[config.mk]
export PLATFORM = sky130hd
export DESIGN_NAME = pe_config_loader
export DESIGN_NICKNAME = d
export VERILOG_FILES = /design/src/rtl/pe_config_loader.sv
export SDC_FILE = /design/constraint.sdc
export NUM_CORES = 1
export LEC_CHECK = 0
export ABC_AREA = 1
export BUFFER_PORTS_ARGS = -buffer_cell sky130_fd_sc_hd__buf_2
export CORE_AREA = 2 2 90 92
export CTS_CLUSTER_SIZE = 16
export DETAILED_ROUTE_END_ITERATION = 6
export DIE_AREA = 0 0 92 94
export PLACE_DENSITY = 0.71
export RECOVER_POWER = 100
export SETUP_SLACK_MARGIN = 0.1
export SLEW_MARGIN = 20
export SYNTH_ARGS = -nofsm -noshare
export SYNTH_HDL_FRONTEND = slang
export SYNTH_SLANG_ARGS = --single-unit
[constraint.sdc]
create_clock -name clock -period 1.74 [get_ports clock]
set_input_delay 0.087 -clock clock [delete_from_list [all_inputs] [get_ports clock]]
set_output_delay 0.087 -clock clock [all_outputs]
set_load 0.005 [all_outputs]
[src/rtl/pe_config_loader.sv]
// Configuration loader for the PE array: assembles nibble-serial control words
// in a shadow buffer, commits them atomically and then drives the shared PE enable.
module pe_config_loader #(
    parameter int NUM_PE = 4,
    parameter int CW     = 8
) (
    input  logic                 clock,
    input  logic                 reset,
    input  logic                 cfg_start,
    input  logic                 cfg_valid,
    input  logic [3:0]           cfg_data,
    output logic                 cfg_ready,
    input  logic                 step,
    output logic [NUM_PE*CW-1:0] ctrl_out,
    output logic                 pe_en,
    output logic                 loaded,
    output logic                 err
);

    localparam int NIBBLES = 2 * NUM_PE;
    localparam int CNT_W   = $clog2(NIBBLES);
    localparam int POS_W   = CNT_W + 2;
    localparam logic [CNT_W-1:0] LAST = CNT_W'(NIBBLES - 1);

    typedef enum logic [1:0] {IDLE, LOAD, COMMIT, RUN} state_t;

    state_t               state, state_d;
    logic [CNT_W-1:0]     cnt, cnt_d;
    logic [NUM_PE*CW-1:0] shadow, shadow_d;
    logic [NUM_PE*CW-1:0] ctrl_d;
    logic                 pe_en_d, loaded_d, err_d;
    logic                 nib_accept;
    logic [POS_W-1:0]     nib_pos;

    assign cfg_ready  = (state == LOAD);
    assign nib_accept = cfg_valid && cfg_ready;
    // Nibble k lands in PE k/2; even k is the high nibble of that word.
    assign nib_pos    = {cnt[CNT_W-1:1], ~cnt[0], 2'b00};

    always_comb begin
        // NOTE: every variable gets a default first so no path leaves it unassigned (no latch).
        state_d  = state;
        cnt_d    = cnt;
        shadow_d = shadow;
        ctrl_d   = ctrl_out;
        pe_en_d  = 1'b0;
        loaded_d = loaded;
        err_d    = err;
        case (state)
            IDLE: begin
                if (cfg_start) begin
                    state_d = LOAD;
                    cnt_d   = '0;
                end
            end
            LOAD: begin
                // A restart beats any nibble handshake in the same cycle.
                if (cfg_start) begin
                    cnt_d = '0;
                    err_d = 1'b1;
                end else if (nib_accept) begin
                    shadow_d[nib_pos +: 4] = cfg_data;
                    if (cnt == LAST) begin
                        ctrl_d   = shadow_d;
                        state_d  = COMMIT;
                        pe_en_d  = 1'b1;
                        loaded_d = 1'b1;
                    end else begin
                        cnt_d = cnt + 1'b1;
                    end
                end
            end
            COMMIT: state_d = RUN;
            RUN: begin
                if (cfg_start) begin
                    state_d  = LOAD;
                    cnt_d    = '0;
                    loaded_d = 1'b0;
                end else begin
                    pe_en_d = step;
                end
            end
            default: state_d = IDLE;
        endcase
    end

    always_ff @(posedge clock) begin
        // NOTE: the shadow buffer is a plain register bank and is reset with the rest of the state.
        if (reset) begin
            state    <= IDLE;
            cnt      <= '0;
            shadow   <= '0;
            ctrl_out <= '0;
            pe_en    <= 1'b0;
            loaded   <= 1'b0;
            err      <= 1'b0;
        end else begin
            state    <= state_d;
            cnt      <= cnt_d;
            shadow   <= shadow_d;
            ctrl_out <= ctrl_d;
            pe_en    <= pe_en_d;
            loaded   <= loaded_d;
            err      <= err_d;
        end
    end

endmodule

==> run metrics <==
Clock Sink Count=72; DR pass1 iterations=5; CP arrival=1.92 ns; Final nets=673; status=finished, final reports clean; Initial Util=48.63%; Num CTS Buffers=9; chip width=92 um; Tmin final=1.660 ns; clock root buffer=clkbuf_8; Die Footprint=8648 sq um; Worst-Margin Slew=0.5126 ns; synthesized net count=a little over 600; period utilisation layout=95.40%; CTS tree=built; total track usage=20.17%; # DRC=0; startpoint types=flip-flop; internal power=0.003476 W; skew final=slightly below 0.009 ns; grt ovf=0; Synth top area share=38.96%; Fmax=0.6024 GHz; maximum vdd drop=0.5133 mV; Placer Congestion=roughly 0.95; flop and latch count out of synthesis=72; drt total wl=9040 um; initial drt markers=206; Synth warnings=0; Clk Latency, worst-skew pair=0.36 ns; Clock power frac=roughly 25%; hpwl dp=about 5700 um; ant diodes=0; combinational share of power=between 40% and 50%; final setup margin=0.08007 ns; initial antenna violation count=0; synthesized area per cell=roughly 6 sq um; Min Hold Slack=between 0.08 and 0.09 ns; cell breakdown of the critical path=inv_2, ha_4, ha_4, inv_4, nand2_4, nor2_4, nand2_4, nand2_2, nand3_2, nand2_1, inv_1; Die Height=94 um; WL/cell=~12 um; Via density=4.951; Reg clk slew, reported paths=roughly 0.08 ns; layout cells sized above 1=approximately a fifth; vias in the first global route=between 3,000 and 4,000; max-cap violations=0; Critical Path Slowest Stage Cell=dfxtp_2; via count=3,773; final setup fails=0; CP max stage delay=0.37 ns; core area=about 7600 sq um; Leakage=between 2 and 2.5 nW; largest cells by area after synthesis=dfxtp_1 (39%), nor2_1 (16%), nand2_1 (16%), nand3_1 (11%), inv_1 (8.3%); port buffer count=44; sequential share of the synthesized area=38.96%; Critical Path RT=2.00 ns; Slew Limit Fails=0; share of power burned in registers=33.4%; row count=32; count of final hold-check violations=0; total power=0.005860 W; mapped cell area=3700 sq um; RSZ-0062 raised after global routing=true; Placed Cells=between 700 and 800; Final ANT Viol Nets=0; H-tree Lvls=3; Cells after Synth=600; pre-CTS setup slack=-0.05442 ns; Cell Pwr Density=1257 nW/um^2; CTS max path bufs=2; final non-filler cell total=762; largest net degree at the start of global routing=65; area growth from synthesis to layout=25.97%; CP endpoint kind=flip-flop; Synth area leader=dfxtp_1; Slew HR=65.79%; worst hold path class=primary input to flip-flop; I/O Pins=45; switching share of power=40.69%; unique cell type count in the Yosys netlist=18; crit path max fanout=6; NetSw=0.002384 W; WS Path Type=flip-flop to flip-flop; wire length of the first global-routing pass=14,140 um; Util after Layout=61.27%
-- through the flow --
| stage | TNS (ns) | area, sq um |
|---|---|---|
| after detailed placement | -0.2674 | 4100 |
| after CTS | 0 | 4367 |
| after floorplan | 0 | 3732 |
| final | 0 | 4661 |
| after global placement | 0 | 4100 |
| after global routing | -0.01962 | 4661 |
-- logic make-up (layout without fill, tap and decap cells) --
logic type / Yosys count / in the layout / share of synthesized area (%)
AOI/OAI and AO/OA: 10 / 10 / 1.353
adders and majority gates: 9 / 9 / 3.044
DFF: 72 / 72 / 38.96
buffers and inverters: 108 / 168 / 12.61
and+or+nand+nor: 401 / 401 / 44.03
-- final cells by class --
| type | count | area (sq um) |
|---|---|---|
| Inverter | 85 | 321.6 |
| Tap cell | 102 | 127.6 |
| Sequential cell | 72 | 1448 |
| Fill cell | 738 | 2947 |
| Clock buffer | 11 | 131.4 |
| Multi-Input combinational cell | 420 | 2079 |
| Timing Repair Buffer | 67 | 471.7 |
| Clock inverter | 5 | 81.33 |
-- state kept, by name (all words and copies together), names as in the netlist --
register  cells
ctrl_out     32
state         2
pe_en         1
err           1
shadow       32
loaded        1
cnt           3
-- worst max-delay path, delay by kind of cell, from the launching register on --
kind / cells / cell delay, ns
adders and majority gates: 2 / 0.44
buffers and inverters: 3 / 0.18
and+or+nand+nor: 6 / 0.57
DFF: 1 / 0.37
-- Yosys cell counts --
library cell,number
inv_2,2
a21oi_1,9
nand2_1,153
buf_6,4
inv_1,82
nand3_1,85
o21ai_0,1
buf_4,7
nor3_4,1
clkinv_1,1
nor2_2,1
nor2_1,160
dfxtp_1,72
clkbuf_1,5
buf_1,3
nand2_2,1
ha_1,9
buf_2,4
-- final timing paths --
check             from          end  slack (ns)  cells past startpoint
min          cfg_start          err        0.08                      3
max reg2reg     cnt[1]  ctrl_out[0]        0.08                     11
min reg2reg     loaded       loaded        0.48                      2
max             cnt[1]  ctrl_out[0]        0.08                     11
-- placed cells by master, fill, tap and decap left out, types with 2 or more instances in the layout --
master and instances:
dfxtp_2 2, nor2_2 8, nand2_4 4, nand2_2 15, clkbuf_1 11, ha_4 5, nand3_2 9, nor2_1 150
buf_2 34, a21oi_1 5, inv_2 6, nand3_4 4, nor2_4 3, clkbuf_8 9, inv_1 78, ha_1 3
dfxtp_1 69, nand3_1 72, clkbuf_16 2, a21oi_2 3, buf_4 15, buf_12 4, bufinv_16 2, nand2_1 135
-- power by group through the flow --
stage / clock, W / sequential (W) / combinational [W]
CTS: 0.00148 / 0.00193 / 0.00205
finish: 0.00146 / 0.00196 / 0.00244
global route: 0.00155 / 0.00198 / 0.00271
floorplan: 0 / 0.00192 / 0.00151
detailed placement: 0 / 0.00196 / 0.00196
global placement: 0 / 0.00195 / 0.00190
-- repair_timing --
item / in CTS / in global routing
gates cloned: 0 / 2
setup endpoints to repair: 61 / 66
hold endpoints to repair: 1 / 0
pin swaps: 1 / 16
hold buffers: 1 / 0
setup buffers: 1 / 4
resized for setup: 10 / 63
-- routing by layer --
metal / track usage, % / wire length, um
met1: 24.50 / 4027
met2: 34.13 / 4352
met3: 5.056 / 459
met5: 0 / 0
met4: 8.458 / 200
Note: power is estimated with default switching activity, not from simulation.
